==> src/rtl/imem_boot_loader_pkg.sv <==
// Shared definitions for the instruction-memory boot loader.
// Optional feature macro: BOOT_CHECKSUM_EN (adds the CHECK state and the running sum).
package imem_boot_loader_pkg;

    localparam int unsigned BOOT_ADDR_W     = 6;
    localparam int unsigned BOOT_MAX_WORDS  = 64;
    localparam logic [7:0]  BOOT_DEFAULT_PC = 8'h00;

    typedef enum logic [2:0] {
        ST_IDLE,
        ST_LEN,
        ST_DATA,
        ST_WRITE,
        ST_CHECK,
        ST_LOADPC,
        ST_DONE,
        ST_ERROR
    } boot_state_e;

    // A length byte is usable when it is non-zero and fits in the IMEM image window.
    function automatic logic len_ok(input logic [7:0] n, input int unsigned max_words);
        return (n != 8'd0) && (32'(n) <= max_words);
    endfunction

endpackage

==> src/rtl/imem_boot_loader_if.sv <==
// Boot-loader bus bundle: byte stream in, IMEM write port and CPU control out.
//   master : the loader (drives ready, IMEM write, hold/pc_load and status)
//   slave  : the environment (drives start and the byte stream)
interface imem_boot_loader_if
    import imem_boot_loader_pkg::*;
#(
    parameter int unsigned ADDR_W = BOOT_ADDR_W
) ();

    logic              BL_start;
    logic              BL_byte_valid;
    logic [7:0]        BL_byte_data;
    logic              BL_byte_ready;
    logic              BL_imem_we;
    logic [ADDR_W-1:0] BL_imem_addr;
    logic [31:0]       BL_imem_data;
    logic              BL_cpu_hold;
    logic              BL_pc_load;
    logic [7:0]        BL_pc_val;
    logic              BL_busy;
    logic              BL_done;
    logic              BL_error;

    modport master (
        input  BL_start, BL_byte_valid, BL_byte_data,
        output BL_byte_ready, BL_imem_we, BL_imem_addr, BL_imem_data,
               BL_cpu_hold, BL_pc_load, BL_pc_val, BL_busy, BL_done, BL_error
    );

    modport slave (
        output BL_start, BL_byte_valid, BL_byte_data,
        input  BL_byte_ready, BL_imem_we, BL_imem_addr, BL_imem_data,
               BL_cpu_hold, BL_pc_load, BL_pc_val, BL_busy, BL_done, BL_error
    );

endinterface

==> src/rtl/imem_boot_loader_word_assembler.sv <==
// Little-endian byte-to-word assembler.
//   clk, rst        : clock, synchronous active-high reset
//   i_clear         : restart the byte count and drop word_ready
//   i_byte_en       : insert i_byte at the current byte lane
//   o_word          : assembled word (registered)
//   o_word_ready    : high for the cycle after the 4th byte until cleared
//   o_last_byte_c   : next accepted byte completes the word
module imem_boot_loader_word_assembler (
    input  logic        clk,
    input  logic        rst,
    input  logic        i_clear,
    input  logic        i_byte_en,
    input  logic [7:0]  i_byte,
    output logic [31:0] o_word,
    output logic        o_word_ready,
    output logic        o_last_byte_c
);

    logic [1:0]  r_cnt;
    logic [31:0] r_word;
    logic        r_word_ready;

    // Byte k lands in bits [8k+7:8k]; the lane index is the byte count times eight.
    always_ff @(posedge clk) begin
        if (rst) begin
            r_cnt        <= 2'd0;
            r_word       <= 32'd0;
            r_word_ready <= 1'b0;
        end else if (i_clear) begin
            r_cnt        <= 2'd0;
            r_word_ready <= 1'b0;
        end else if (i_byte_en) begin
            r_word[{r_cnt, 3'b000} +: 8] <= i_byte;
            r_cnt                        <= r_cnt + 2'd1;
            if (r_cnt == 2'd3) begin
                r_word_ready <= 1'b1;
            end
        end
    end

    assign o_word        = r_word;
    assign o_word_ready  = r_word_ready;
    assign o_last_byte_c = (r_cnt == 2'd3);

endmodule

==> src/rtl/imem_boot_loader.sv <==
// Instruction-memory boot loader: takes a length-prefixed byte stream, writes the
// image into IMEM at word addresses 0..N-1, then pulses the CPU PC-load path and
// releases the CPU hold.
//   SYS_clk, SYS_reset : clock, synchronous active-high reset
//   bl (master)        : start/byte stream in; ready, IMEM write, hold, pc_load,
//                        pc_val, busy, done, error out (all registered)
// Optional feature macro: BOOT_CHECKSUM_EN -- one trailing byte must equal the
// mod-256 sum of the data bytes before the PC is loaded.
module imem_boot_loader
    import imem_boot_loader_pkg::*;
#(
    parameter int unsigned ADDR_W    = BOOT_ADDR_W,
    parameter int unsigned MAX_WORDS = BOOT_MAX_WORDS,
    parameter logic [7:0]  BOOT_PC   = BOOT_DEFAULT_PC
) (
    input  logic                SYS_clk,
    input  logic                SYS_reset,
    imem_boot_loader_if.master  bl
);

    boot_state_e       r_state;
    boot_state_e       w_next;
    logic [ADDR_W-1:0] r_index;
    logic [ADDR_W-1:0] r_last;
    logic              r_ready;
    logic              r_hold;
    logic              r_pc_load;
    logic              r_busy;
    logic              r_done;
    logic              r_error;
    logic [7:0]        r_pc_val;
    logic              w_accept;
    logic              w_asm_en;
    logic              w_asm_clr;
    logic [31:0]       w_word;
    logic              w_word_ready;
    logic              w_last_byte;
`ifdef BOOT_CHECKSUM_EN
    logic [7:0]        r_sum;
`endif

    assign w_accept  = bl.BL_byte_valid && r_ready;
    assign w_asm_en  = (r_state == ST_DATA) && w_accept;
    assign w_asm_clr = (r_state == ST_WRITE) || (r_state == ST_LEN);

    imem_boot_loader_word_assembler u_asm (
        .clk           (SYS_clk),
        .rst           (SYS_reset),
        .i_clear       (w_asm_clr),
        .i_byte_en     (w_asm_en),
        .i_byte        (bl.BL_byte_data),
        .o_word        (w_word),
        .o_word_ready  (w_word_ready),
        .o_last_byte_c (w_last_byte)
    );

    // Next-state logic.
    always_comb begin
        w_next = r_state;
        case (r_state)
            ST_IDLE: begin
                if (bl.BL_start) w_next = ST_LEN;
            end
            ST_LEN: begin
                if (w_accept) begin
                    w_next = len_ok(bl.BL_byte_data, MAX_WORDS) ? ST_DATA : ST_ERROR;
                end
            end
            ST_DATA: begin
                if (w_accept && w_last_byte) w_next = ST_WRITE;
            end
            ST_WRITE: begin
                if (r_index == r_last) begin
`ifdef BOOT_CHECKSUM_EN
                    w_next = ST_CHECK;
`else
                    w_next = ST_LOADPC;
`endif
                end else begin
                    w_next = ST_DATA;
                end
            end
`ifdef BOOT_CHECKSUM_EN
            ST_CHECK: begin
                if (w_accept) begin
                    w_next = (bl.BL_byte_data == r_sum) ? ST_LOADPC : ST_ERROR;
                end
            end
`endif
            ST_LOADPC: w_next = ST_DONE;
            ST_DONE, ST_ERROR: begin
                if (bl.BL_start) w_next = ST_LEN;
            end
            default: w_next = ST_IDLE;
        endcase
    end

    // State register and outputs decoded from the upcoming state, so they line up with it.
    always_ff @(posedge SYS_clk) begin
        if (SYS_reset) begin
            r_state   <= ST_IDLE;
            r_ready   <= 1'b0;
            r_hold    <= 1'b0;
            r_pc_load <= 1'b0;
            r_busy    <= 1'b0;
            r_done    <= 1'b0;
            r_error   <= 1'b0;
            r_pc_val  <= BOOT_PC;
        end else begin
            r_state   <= w_next;
            r_ready   <= w_next inside {ST_LEN, ST_DATA, ST_CHECK};
            r_busy    <= w_next inside {ST_LEN, ST_DATA, ST_WRITE, ST_CHECK, ST_LOADPC};
            r_hold    <= w_next inside {ST_LEN, ST_DATA, ST_WRITE, ST_CHECK, ST_LOADPC, ST_ERROR};
            r_pc_load <= (w_next == ST_LOADPC);
            r_done    <= (w_next == ST_DONE);
            r_error   <= (w_next == ST_ERROR);
            r_pc_val  <= BOOT_PC;
        end
    end

    // Word index and last index; the index stops at N-1 so it never wraps.
    always_ff @(posedge SYS_clk) begin
        if (SYS_reset) begin
            r_index <= '0;
            r_last  <= '0;
        end else if ((r_state == ST_LEN) && w_accept) begin
            r_index <= '0;
            r_last  <= ADDR_W'(bl.BL_byte_data - 8'd1);
        end else if ((r_state == ST_WRITE) && (r_index != r_last)) begin
            r_index <= r_index + ADDR_W'(1);
        end
    end

`ifdef BOOT_CHECKSUM_EN
    // Running mod-256 sum of data bytes only.
    always_ff @(posedge SYS_clk) begin
        if (SYS_reset) begin
            r_sum <= 8'd0;
        end else if ((r_state == ST_LEN) && w_accept) begin
            r_sum <= 8'd0;
        end else if (w_asm_en) begin
            r_sum <= r_sum + bl.BL_byte_data;
        end
    end
`endif

    // The assembler's word_ready is high exactly during WRITE, so it is the write strobe.
    assign bl.BL_byte_ready = r_ready;
    assign bl.BL_imem_we    = w_word_ready;
    assign bl.BL_imem_addr  = r_index;
    assign bl.BL_imem_data  = w_word;
    assign bl.BL_cpu_hold   = r_hold;
    assign bl.BL_pc_load    = r_pc_load;
    assign bl.BL_pc_val     = r_pc_val;
    assign bl.BL_busy       = r_busy;
    assign bl.BL_done       = r_done;
    assign bl.BL_error      = r_error;

endmodule

==> src/flat_wrapper.sv <==
// flat-port wrapper written by rule: the top's interface ports become plain ports
module imem_boot_loader_flat import imem_boot_loader_pkg::*;
#(
    parameter int unsigned ADDR_W    = BOOT_ADDR_W,
    parameter int unsigned MAX_WORDS = BOOT_MAX_WORDS,
    parameter logic [7:0]  BOOT_PC   = BOOT_DEFAULT_PC
)
  (SYS_clk, SYS_reset, bl_BL_start, bl_BL_byte_valid, bl_BL_byte_data, bl_BL_byte_ready, bl_BL_imem_we, bl_BL_imem_addr, bl_BL_imem_data, bl_BL_cpu_hold, bl_BL_pc_load, bl_BL_pc_val, bl_BL_busy, bl_BL_done, bl_BL_error);
  imem_boot_loader_if #(.ADDR_W(ADDR_W)) bl_i ();
  input  logic SYS_clk;
  input  logic SYS_reset;
  input wire logic [$bits(bl_i.BL_start)-1:0] bl_BL_start;
  input wire logic [$bits(bl_i.BL_byte_valid)-1:0] bl_BL_byte_valid;
  input wire logic [$bits(bl_i.BL_byte_data)-1:0] bl_BL_byte_data;
  output wire logic [$bits(bl_i.BL_byte_ready)-1:0] bl_BL_byte_ready;
  output wire logic [$bits(bl_i.BL_imem_we)-1:0] bl_BL_imem_we;
  output wire logic [$bits(bl_i.BL_imem_addr)-1:0] bl_BL_imem_addr;
  output wire logic [$bits(bl_i.BL_imem_data)-1:0] bl_BL_imem_data;
  output wire logic [$bits(bl_i.BL_cpu_hold)-1:0] bl_BL_cpu_hold;
  output wire logic [$bits(bl_i.BL_pc_load)-1:0] bl_BL_pc_load;
  output wire logic [$bits(bl_i.BL_pc_val)-1:0] bl_BL_pc_val;
  output wire logic [$bits(bl_i.BL_busy)-1:0] bl_BL_busy;
  output wire logic [$bits(bl_i.BL_done)-1:0] bl_BL_done;
  output wire logic [$bits(bl_i.BL_error)-1:0] bl_BL_error;
  assign bl_i.BL_start = bl_BL_start;
  assign bl_i.BL_byte_valid = bl_BL_byte_valid;
  assign bl_i.BL_byte_data = bl_BL_byte_data;
  assign bl_BL_byte_ready = bl_i.BL_byte_ready;
  assign bl_BL_imem_we = bl_i.BL_imem_we;
  assign bl_BL_imem_addr = bl_i.BL_imem_addr;
  assign bl_BL_imem_data = bl_i.BL_imem_data;
  assign bl_BL_cpu_hold = bl_i.BL_cpu_hold;
  assign bl_BL_pc_load = bl_i.BL_pc_load;
  assign bl_BL_pc_val = bl_i.BL_pc_val;
  assign bl_BL_busy = bl_i.BL_busy;
  assign bl_BL_done = bl_i.BL_done;
  assign bl_BL_error = bl_i.BL_error;
  imem_boot_loader #(.ADDR_W(ADDR_W), .MAX_WORDS(MAX_WORDS), .BOOT_PC(BOOT_PC)) u_core (.SYS_clk(SYS_clk), .SYS_reset(SYS_reset), .bl(bl_i));
endmodule
==> config.mk <==
export PLATFORM = sky130hd
export DESIGN_NAME = imem_boot_loader_flat
export DESIGN_NICKNAME = d
export VERILOG_FILES = /design/src/rtl/imem_boot_loader_pkg.sv /design/src/rtl/imem_boot_loader_if.sv /design/src/rtl/imem_boot_loader_word_assembler.sv /design/src/rtl/imem_boot_loader.sv /design/src/flat_wrapper.sv
export SDC_FILE = /design/constraint.sdc
export NUM_CORES = 1
export LEC_CHECK = 0
export BUFFER_PORTS_ARGS = -buffer_cell sky130_fd_sc_hd__buf_2
export CORE_UTILIZATION = 35
export DETAILED_ROUTE_END_ITERATION = 10
export GPL_ROUTABILITY_DRIVEN = 1
export GPL_TIMING_DRIVEN = 0
export PLACE_DENSITY = 0.71
export SYNTH_ARGS = -nofsm -noshare
export SYNTH_HDL_FRONTEND = slang
export SYNTH_HIERARCHICAL = 1
export SYNTH_SLANG_ARGS = --single-unit
==> constraint.sdc <==
create_clock -name SYS_clk -period 1.7 [get_ports SYS_clk]
set_input_delay 0.255 -clock SYS_clk [delete_from_list [all_inputs] [get_ports SYS_clk]]
set_output_delay 0.255 -clock SYS_clk [all_outputs]
set_load 0.1 [all_outputs]
==> results.toml <==
[power_and_ir_drop]
power.internal_mw = 2.09
switchingPower_mw = 1.35
p_total_mw = 3.44
powerDensity_nw_per_um2 = 1040
peakVddDrop_mv = 0.642
p_leak_nw = 1.40
combinationalPowerShare_pct = 34.2
seqPwrFrac_pct = 43.7
p_clk_share_pct = 22.1
switching_share_pct = 39.3

[floorplan]
initial_core_util_pct = 36.6
coreArea_um2 = 6870
ios = 65
die_x_um = 86.8
fp.dieArea_um2 = 7530
num_rows = 30
die_height_um = 86.8

[yosys]
avgSynthCellArea_um2 = 10.4
syn_inst = 242
synth_flop_cell = "dfxtp_1"
synth_warnings = 6
yosysUniqueCellTypes = 47
yosysSeqAreaShare_pct = 44.6
synth-edff-count = 0
synth-seq-cells = 56
async_flop_share_pct = 0
synth_area_um2 = 2520

[route]
drc = 0
antenna_left = 0
drtIter0Drc = 162
first_pass_iters = 4
wl_um = 6110
drt-vias-per-instance = 5.07
drt-wirelength-per-cell_um = 14.7
vias = 2109

[timing]
worstMarginPinSlew_ns = 0.588
relSlewSlack_pct = 60.8
setup_slack_ns = -0.0204
setup_viol = 1
hold_slack_ns = 0.139
finClkSkew_ns = 0.0116
slew_viol_final = 0
rsz0062_at_grt = "yes"
hold_violations = 0
post-route-min-period_ns = 1.72
max_freq_mhz = 581
fin_crit_sh_pct = 101

[worst_setup_path]
cp_top_family = "simple AND/OR/NAND/NOR gates"
required_ns = 1.91
cpPeakStageDelay_ns = 0.46
cp_slowest_cell = "or3b_1"
r2r_slack_ns = -0.02
startpoint = "u_core/r_last[0]"
critPathBufInv = 1
criticalPathCategory = "flip-flop to flip-flop"
timing.rr.end = "u_core/bl.BL_done"
r2r_cells = 6
cp_cell_sequence = "xnor2_2, nand4_1, or3b_1, buf_6, o211a_2, and3_1"
cp_max_fo = 8
crit_cells = 6
endpoint_kind = "flip-flop"
crit_end = "u_core/bl.BL_done"
start_kind = "flip-flop"
timing.rr.start = "u_core/r_last[0]"
arrival_ns = 1.93

[final_layout]
n_fill_cell = 664
multiInputGateArea_um2 = 1400
areaGrowthSynthToFinish_pct = 31.2
drive_above_1_share_pct = 40.9
finalNonFillerCells = 416
seq_area_um2 = 1160
diodes = 0
nNetsFinal = 340
final_design_area_no_fill_um2 = 3300

[placement]
placed_cells = 401
io_buffers = 56
gp_congestion = 0.817
post_dp_cell_area_um2 = 3000
dpl.hpwl_um = 4260

[grt]
gr-total-overflow = 0
grt_max_degree = 20
antenna_found_initial = 0
grt_pass1_vias = 1908
grt_pass1_wl_um = 9670
track_usage_pct = 16.2

[clock_network]
cts_tree = "done"
clock_sinks = 56
clock-root-buffer = "clkbuf_8"
insertion_delay_ns = 0.31
htreeDepth = 2
cts_max_path_buffers = 2
path_clk_slew_ns = 0.10
cts_made_buffers = 5

[run_status]
status = "finished with violations"
violations = "negative setup slack"

[min_path]
hp-class = "input port to flip-flop"

[job]
cap_violations = 0
-- flip-flops by register name (all words and copies together), names as in the netlist, 2 cells and up --
name	cells
u_core/u_asm/o_word	32
u_core/bl.BL_imem_addr	6
u_core/r_last	6
u_core/r_state	3
u_core/u_asm/r_cnt	2
-- what timing repair did --
action / CTS / global route
pin swaps: 2 / 10
setup buffers: 2 / 7
hold buffers: 0 / 0
gates resized for setup: 9 / 32
endpoints found under the setup margin: 48 / 48
-- cells by family (layout without fill, tap and decap cells) --
group	after synthesis	in the layout	share of synthesized area, %
AOI/OAI and AO/OA	65	65	20.6
xor gates and xnor gates	16	16	5.57
adders and majority gates	9	9	4.48
buffers and inverters	25	96	6.31
DFF	56	56	44.6
muxes	2	2	0.796
other	1	8	0.149
and+or+nand+nor	68	68	17.5
-- worst min path at each step --
| stage | slack [ns] | endpoint | cells after the start | startpoint |
|---|---|---|---|---|
| after floorplan | 0.33 | u_core/r_last[3] | 1 | SYS_reset |
| after global placement | 0.46 | u_core/u_asm/o_word[9] | 1 | u_core/u_asm/o_word[9] |
| after detailed placement | 0.45 | u_core/u_asm/o_word[9] | 1 | u_core/u_asm/o_word[9] |
| after CTS | 0.20 | u_core/r_last[0] | 2 | bl_BL_byte_data[0] |
| after global routing | 0.14 | u_core/r_last[0] | 2 | bl_BL_byte_data[0] |
| final | 0.14 | u_core/r_last[0] | 2 | bl_BL_byte_data[0] |
-- placed cells by master, fill, tap and decap left out, types with 7 or more instances in the layout --
master and n:
buf_2 55, dfxtp_1 41, nor2_1 25, a22o_1 24, buf_4 17, dfxtp_4 10
a32oi_1 9, conb_1 8, nor2b_1 8, a211oi_1 7
-- power groups by stage --
stage / Combinational (mW) / Sequential (mW) / Clock (mW)
5_1_grt: 1.26 / 1.51 / 0.833
4_1_cts: 1.04 / 1.48 / 0.783
3_3_place_gp: 1.02 / 1.49 / 0
6_report: 1.18 / 1.50 / 0.760
2_1_floorplan: 0.576 / 1.77 / 0
3_5_place_dp: 1.03 / 1.49 / 0
-- Yosys cell counts (all sizes together), types with 3 or more instances --
| cell | count | area share [%] |
|---|---|---|
| nor4b | 4 | 2.6 |
| clkbuf | 6 | 0.90 |
| nor3 | 4 | 0.80 |
| dfxtp | 56 | 45 |
| nand2 | 6 | 0.90 |
| a211oi | 9 | 2.7 |
| xor2 | 6 | 2.1 |
| o211ai | 3 | 0.90 |
| nor2b | 10 | 3.1 |
| a32oi | 9 | 3.1 |
| ha | 9 | 4.5 |
| xnor2 | 10 | 3.5 |
| buf | 14 | 4.7 |
| nor2 | 25 | 3.7 |
| inv | 5 | 0.75 |
| and2 | 4 | 1.1 |
| a22o | 24 | 8.4 |
| a21oi | 7 | 1.4 |
-- area by class of cell --
cell class	count	share of cell area, %
Inverter	5	0.569
Buffer	18	4.02
Tap cell	96	3.64
Timing Repair Buffer	65	11.1
Clock buffer	5	2.08
Clock inverter	3	0.758
Sequential cell	56	35.3
Multi-Input combinational cell	168	42.5
-- per-stage QoR --
step	setup WS, ns	utilization [%]	TNS (ns)
5_1_grt	-0.0917	48.1	-0.187
3_5_place_dp	-0.409	43.6	-8.23
3_3_place_gp	-0.355	43.6	-6.32
4_1_cts	0.00433	45.6	0
6_report	-0.0204	48.1	-0.0204
2_1_floorplan	-0.126	-	-1.07
-- per-layer routing --
metal / global-route usage, % / vias to the layer above / wire length [µm]
met3: 2.10 / 8 / 213
met4: 6.21 / 0 / 96
met1: 22.6 / 1017 / 2770
met5: 0 / - / 0
li1: - / 1030 / -
met2: 25.5 / 54 / 3030
No activity file was read; power rests on OpenSTA's default activity.
